<file path="src/rtl/deser_frame.sv">
// rtl/deser_frame.sv - framed serial-to-parallel deserializer with held output word
// Optional even-parity bit per frame when DESER_FRAME_PARITY_EN is defined.
module deser_frame #(
  parameter int WIDTH     = 8,
  parameter bit LSB_FIRST = 1'b0
) (
  input  logic             clk,
  input  logic             rst,
  input  logic             serial_in,
  input  logic             enable,
  input  logic             start,
  output logic [WIDTH-1:0] data_out,
  output logic             out_valid,
  input  logic             out_ready,
  output logic             busy,
  output logic             overrun,
  output logic             frame_err
);

  localparam int CW = $clog2(WIDTH + 1);

`ifdef DESER_FRAME_PARITY_EN
  typedef enum logic [1:0] {IDLE, SHIFT, PARITY} state_t;
`else
  typedef enum logic [0:0] {IDLE, SHIFT} state_t;
`endif

  state_t           state_q, state_d;
  logic [WIDTH-1:0] shift_q, shift_d;
  logic [CW-1:0]    bit_cnt_q, bit_cnt_d;
  logic [WIDTH-1:0] data_q, data_d;
  logic             valid_q, valid_d;
  logic             ovr_q, ovr_d;
  logic             ferr_q, ferr_d;

  logic [WIDTH-1:0] shifted, first_word, done_word;
  logic             done, done_err;

  always_comb begin
    if (LSB_FIRST) begin
      shifted    = {serial_in, shift_q[WIDTH-1:1]};
      first_word = {serial_in, {(WIDTH-1){1'b0}}};
    end else begin
      shifted    = {shift_q[WIDTH-2:0], serial_in};
      first_word = {{(WIDTH-1){1'b0}}, serial_in};
    end
  end

  // start always wins, including on what would otherwise be the completing bit
  always_comb begin
    state_d   = state_q;
    shift_d   = shift_q;
    bit_cnt_d = bit_cnt_q;
    done      = 1'b0;
    done_err  = 1'b0;
    done_word = shifted;
    if (enable) begin
      if (start) begin
        state_d   = SHIFT;
        shift_d   = first_word;
        bit_cnt_d = CW'(1);
      end else begin
        case (state_q)
          SHIFT: begin
            shift_d   = shifted;
            bit_cnt_d = bit_cnt_q + CW'(1);
            if (bit_cnt_q == CW'(WIDTH - 1)) begin
`ifdef DESER_FRAME_PARITY_EN
              state_d = PARITY;
`else
              state_d   = IDLE;
              bit_cnt_d = '0;
              done      = 1'b1;
`endif
            end
          end
`ifdef DESER_FRAME_PARITY_EN
          PARITY: begin
            state_d   = IDLE;
            bit_cnt_d = '0;
            done      = 1'b1;
            done_word = shift_q;
            done_err  = ^{shift_q, serial_in};
          end
`endif
          default: ;
        endcase
      end
    end
  end

  always_comb begin
    data_d  = data_q;
    valid_d = valid_q;
    ferr_d  = ferr_q;
    ovr_d   = 1'b0;
    if (done) begin
      if (!valid_q || out_ready) begin
        data_d  = done_word;
        ferr_d  = done_err;
        valid_d = 1'b1;
      end else begin
        ovr_d = 1'b1;
      end
    end else if (valid_q && out_ready) begin
      valid_d = 1'b0;
    end
  end

  always_ff @(posedge clk) begin
    if (rst) begin
      state_q   <= IDLE;
      shift_q   <= '0;
      bit_cnt_q <= '0;
      data_q    <= '0;
      valid_q   <= 1'b0;
      ovr_q     <= 1'b0;
      ferr_q    <= 1'b0;
    end else begin
      state_q   <= state_d;
      shift_q   <= shift_d;
      bit_cnt_q <= bit_cnt_d;
      data_q    <= data_d;
      valid_q   <= valid_d;
      ovr_q     <= ovr_d;
      ferr_q    <= ferr_d;
    end
  end

  assign data_out  = data_q;
  assign out_valid = valid_q;
  assign busy      = (state_q != IDLE);
  assign overrun   = ovr_q;
  assign frame_err = ferr_q;

endmodule

</file>
<file path="config.mk">
export PLATFORM = sky130hd
export DESIGN_NAME = deser_frame
export DESIGN_NICKNAME = d
export VERILOG_FILES = /design/src/rtl/deser_frame.sv
export SDC_FILE = /design/constraint.sdc
export NUM_CORES = 1
export LEC_CHECK = 0
export CELL_PAD_IN_SITES_DETAIL_PLACEMENT = 1
export CELL_PAD_IN_SITES_GLOBAL_PLACEMENT = 1
export CORE_MARGIN = 1.5
export CORE_UTILIZATION = 45
export DETAILED_ROUTE_END_ITERATION = 6
export DONT_BUFFER_PORTS = 1
export PLACE_DENSITY_LB_ADDON = 0.12
export SLEW_MARGIN = 20
export SYNTH_ARGS = -nofsm -noshare
export SYNTH_HDL_FRONTEND = slang
export SYNTH_SLANG_ARGS = --single-unit
export TNS_END_PERCENT = 30
</file>
<file path="constraint.sdc">
create_clock -name clk -period 1.6 [get_ports clk]
set_input_delay 0.24 -clock clk [delete_from_list [all_inputs] [get_ports clk]]
set_output_delay 0.24 -clock clk [all_outputs]
set_load 0.1 [all_outputs]
</file>
; Yosys cells after proc, flatten, opt, wreduce, memory -nomap -nowiden
; Cells that the tools add are included.
; W data, S select, Z words.
[classes]
n_addsub = 1
eq_ne = 2
muxes = 16
n_bitwise = 1
n_reduce_logical = 9
[op_table]
columns = operator, count
row1 = $mux W7, 2
row2 = $mux W4, 3
row3 = $mux W1, 11
row4 = $reduce_and A2 Y1, 3
row5 = $add A4 B1 Y4 const B, 1
row6 = $eq A4 B3 Y1 const B, 1
row7 = $reduce_bool A2 Y1, 2
row8 = $ne A2 B1 Y1 const B, 1
row9 = $reduce_or A2 Y1, 1
row10 = $logic_and A1 B1 Y1, 1
row11 = $logic_not A1 Y1, 1
row12 = $logic_or A1 B1 Y1, 1
row13 = $not A1 Y1, 1
[word_totals]
reg_bits = 22
out_inout_bits = 12
wordCells = 35

; Longest topological paths before layout
[logic_depth]
word_depth = 7
mapped_depth = 5
ltp_nobuf = 4

; Worst setup path after synthesis
; No wires, ideal clock.
[synth_timing]
kind = reg-to-reg
from = register state_q (netlist: busy)
to = register data_q[0] (netlist: data_out[0])
setup_ns = 0.072
t_arrival_ns = 1.709
slack_ns = -0.181
path_stages_with_launch = 5
n_path_buf = 1
period_less_slack_ns = 1.781
path_cell_list = dfxtp_1 > nand3b_4 > nor3b_2 > buf_6 > mux2i_1
[synth_via]
elab_chain_cells = 4
[synth_lines]
columns = element, line_no
row1 = start: declaration, 28  ; state_t state_q, state_d;
row2 = start signal: assignment, 120  ; state_q <= state_d;
row3 = $mux W1, 63  ; case (state_q)
row4 = $mux W1, 58  ; if (start) begin
row5 = $mux W1, 57  ; if (enable) begin
row6 = $reduce_and A2 Y1 (no line), --
row7 = end signal: assignment, 123  ; data_q <= data_d;
row8 = end: declaration, 31  ; logic [WIDTH-1:0] data_q, data_d;
; No other way between the ends.
; A chain may end at the register's enable or synchronous reset.

; Worst setup path after layout
[layout_timing]
from = register data_q[5] (netlist: data_out[5])
to = output port data_out[5]
[layout_rtl]
columns = element, line_no
row1 = end: declaration, 12  ; output logic [WIDTH-1:0] data_out,
; No word-level cell between the ends.

==> results by stage <==
Status:
- The run finished with clean final reports.

Power:
- The sequential cell fraction of total power is 0.606.
- The combinational share of power is 0.071.
- The final total power is 925 µW.
- The fraction of power spent switching nets is 0.229.
- Of the total power, the clock network draws 0.323.
- VDD sags by at most 0.403 mV.
- For this design the ratio of total power to cell area is 845 nW/µm².
- Summed over all cells, the static leakage comes to 0.442 nW.
- The internal power component is 713 µW.
- Summed over all nets, the switching power comes to 212 µW.

Setup path:
- The internal reg-to-reg setup slack is 0.17 ns.
- Along the worst path, the maximum fanout reaches 2.
- The capture point of the worst reg-to-reg path is data_out[4].
- Data on the critical path is required at its endpoint by 1.36 ns.
- The launching point of the worst reg2reg path is bit_cnt_q[0].
- Counting buffers and inverters, the worst setup path is 0 cells deep.
- The classification of the worst setup path is reg -> out.
- The worst setup path is captured at a primary output.
- STA classifies the critical path startpoint as a register.
- STA puts the critical path data arrival time at 1.28 ns.
- The depth of the most critical reg-to-reg path is 5.

STA:
- The total negative setup slack is 0 ns.
- The number of hold violations in the final report is 0.
- For the pin with the worst max-slew slack, the measured transition is 0.964 ns.
- The post-route worst hold slack is 0.0397 ns.
- The period utilization is 0.949.
- The final setup slack of the worst path is 0.0811 ns.
- The number of setup violations in the final report is 0.
- Setup repair after global routing left no endpoint under its margin.
- The worst slew slack as a fraction of its limit is 0.356.
- The max-slew violation total from the final report came to 0.
- The clock period minus worst slack is 1.52 ns.
- The maximum clock skew at final layout is 0.00142 ns.
- The highest achievable clock rate is 658 MHz.

Placement:
- Detailed placement ended at an HPWL of 1.35 mm.
- The last weighted congestion value of the routability-driven placer is 0.761.
- The count of buffers from port buffering is 0.
- At the placement stage, the worst setup path has a slack of 0.194 ns.

Finish:
- The area added between synthesis and finish is 13.5%.
- The number of nets at the end of the flow is 115.
- After filler insertion, the fill cell instance count of the layout stands at 227.
- 0 antenna diodes ended up in the layout.
- Of the cells placed in the final design, the portion with a size suffix greater than 1 is 0.224.

Global route:
- The number of global-route vias before repair is 740.
- The first-pass GRT wire length is 3.25 mm.
- Entering global routing, the biggest net connects 20 pins.
- The number of antenna violations at the first check in global routing is 0.
- The total grt overflow is 0.
- Across every metal layer, demand over resource in global routing totals 0.176.

Logic synthesis:
- Synthesis instantiated 27 different standard cells from the library.
- The cell area after technology mapping is 965 µm².
- After synthesis, the mean cell area works out to 10.0 µm².
- The gate count after technology mapping is 96.
- The number of nets in the synthesized netlist is 103.
- The sequential fraction of the synthesis area is 0.457.
- Yosys printed 0 warnings.
- The flop and latch count out of synthesis is 22.

Worst hold path:
- For hold timing, the worst endpoint is bit_cnt_q[3].
- Counting instances, the worst hold path has a depth of 1.
- The worst hold path class is in -> reg.
- In this run the most critical hold path is launched from rst.

Route:
- The number of search-and-repair iterations in the first detailed-routing pass is 2.
- The per-cell via count in the routed design is 5.35.
- The wire length after detailed routing is 1.97 mm.
- The vias after detailed routing is 717.
- The number of DRC markers in iteration 0 is 7.
- For this run, design rule violations remaining after detail routing come to 0.
- The routed length per placed instance is 14.7 µm.
- The count of nets left with antenna violations once routing finished came out at 0.

Floorplan:
- The die is 49.3 µm tall.
- The die is 49.3 µm wide.
- The effective utilization at floorplan is 0.487.
- The floorplan core area is 1980 µm².
- The standard-cell row count is 16.
- The die covers 2430 µm².
- 18 I/O pins were placed.

Clock tree:
- CTS saw 22 sinks.
- The maximum level of the CTS H-tree is 1.
- The cell at the root of the clock tree is clkbuf_4.
- The post-CTS clock slew at the launch and capture registers of the worst setup and hold paths is 0.12 ns.
- The total clock buffers created by CTS is 3.
- TritonCTS built the clock tree.
- The later-pin clock latency in the skew report is 0.30 ns.
- In this run the deepest clock path goes through 2 buffers.

Run:
- Max-cap violations in this run came to 0.
-- synthesized netlist by cell type (all sizes together) --
| cell | number | area, µm² |
|---|---|---|
| dfxtp | 22 | 440 |
| nand2b | 17 | 106 |
| mux2i | 9 | 90.1 |
| nor2 | 8 | 30.0 |
| a22oi | 7 | 52.6 |
| a21oi | 6 | 33.8 |
| buf | 4 | 35.0 |
| inv | 3 | 11.3 |
| nand3b | 3 | 47.6 |
| o21ai | 3 | 18.8 |
| clkbuf | 2 | 7.51 |
| nand2 | 2 | 7.51 |
| a211oi | 1 | 7.51 |
| and3b | 1 | 8.76 |
| conb | 1 | 3.75 |
| ha | 1 | 12.5 |
| nand3 | 1 | 5.00 |
| nor3 | 1 | 5.00 |
| nor3b | 1 | 12.5 |
| o32ai | 1 | 16.3 |
| or2 | 1 | 6.26 |
| or3 | 1 | 6.26 |
-- cell usage in the layout, fill, tap and decap left out, types with 2 or more instances in the layout --
cell and count:
nand2b_1 17, inv_1 3, a21oi_1 5, nor2_1 8, mux2i_1 9, o21ai_0 2
a22oi_1 7, dfxtp_1 20, clkbuf_4 3, nand3b_4 2, nand2_1 2, buf_4 12
dfxtp_2 2
-- layout make-up --
class / count / area, µm² / share of cell area
well taps: 27 / 33.8 / 0.0309
flip-flops and latches: 22 / 443 / 0.405
multi-input cells: 65 / 470 / 0.430
inverters: 3 / 11.3 / 0.0103
repair buffers: 13 / 100 / 0.0914
clock buffers: 4 / 36.3 / 0.0331
-- metal layers --
| metal | track usage | wire length [µm] | vias up |
|---|---|---|---|
| met3 | 0.0491 | 78 | 2 |
| met2 | 0.306 | 991 | 14 |
| met4 | 0.0571 | 14 | 0 |
| met5 | 0 | 0 | - |
| li1 | - | - | 351 |
| met1 | 0.206 | 881 | 350 |
-- worst register-to-register path, cell delays in order (launching register included) --
cell      delay, ns
dfxtp_1        0.38
ha_1           0.26
nand3b_4       0.12
nor3b_2        0.17
buf_4          0.22
mux2i_1        0.20
-- power by group through the flow --
stage | clock (mW) | combinational (mW) | sequential [mW]
final | 0.299 | 0.0654 | 0.561
after global routing | 0.334 | 0.0696 | 0.562
after CTS | 0.309 | 0.0655 | 0.561
after detailed placement | 0 | 0.0585 | 0.573
after global placement | 0 | 0.0569 | 0.573
after floorplan | 0 | 0.0493 | 0.584
-- kinds of logic after synthesis --
family          synth area share
compound gates             0.134
mux                       0.0934
buf+inv                   0.0558
fa+ha+maj                 0.0130
flops                      0.457
other cells              0.00389
simple gates               0.244
-- how the worst max path moves through the flow --
stage                             from          end
after floorplan                   busy  data_out[0]
after CTS                  data_out[5]  data_out[5]
after detailed placement  bit_cnt_q[0]  data_out[4]
after global routing       data_out[5]  data_out[5]
final                      data_out[5]  data_out[5]
after global placement     data_out[5]  data_out[5]
-- repair_timing --
action	in CTS	in global routing
gates resized for setup	0	0
hold endpoints to repair	13	0
setup buffers	0	0
hold buffers	1	0
-- through the flow --
stage	utilization	instances	area (µm²)
after detailed placement	0.529	129	1050
after CTS	0.552	134	1090
after global placement	0.529	129	1050
final	0.552	134	1090
after global routing	0.552	134	1090
after floorplan	-	96	967
-- registers in the layout (all words and copies together), names as in the netlist --
signal and flops:
bit_cnt_q 4, busy 1, data_out 8, out_valid 1
overrun 1, shift_q 7
No activity file was read; power rests on OpenSTA's default activity.
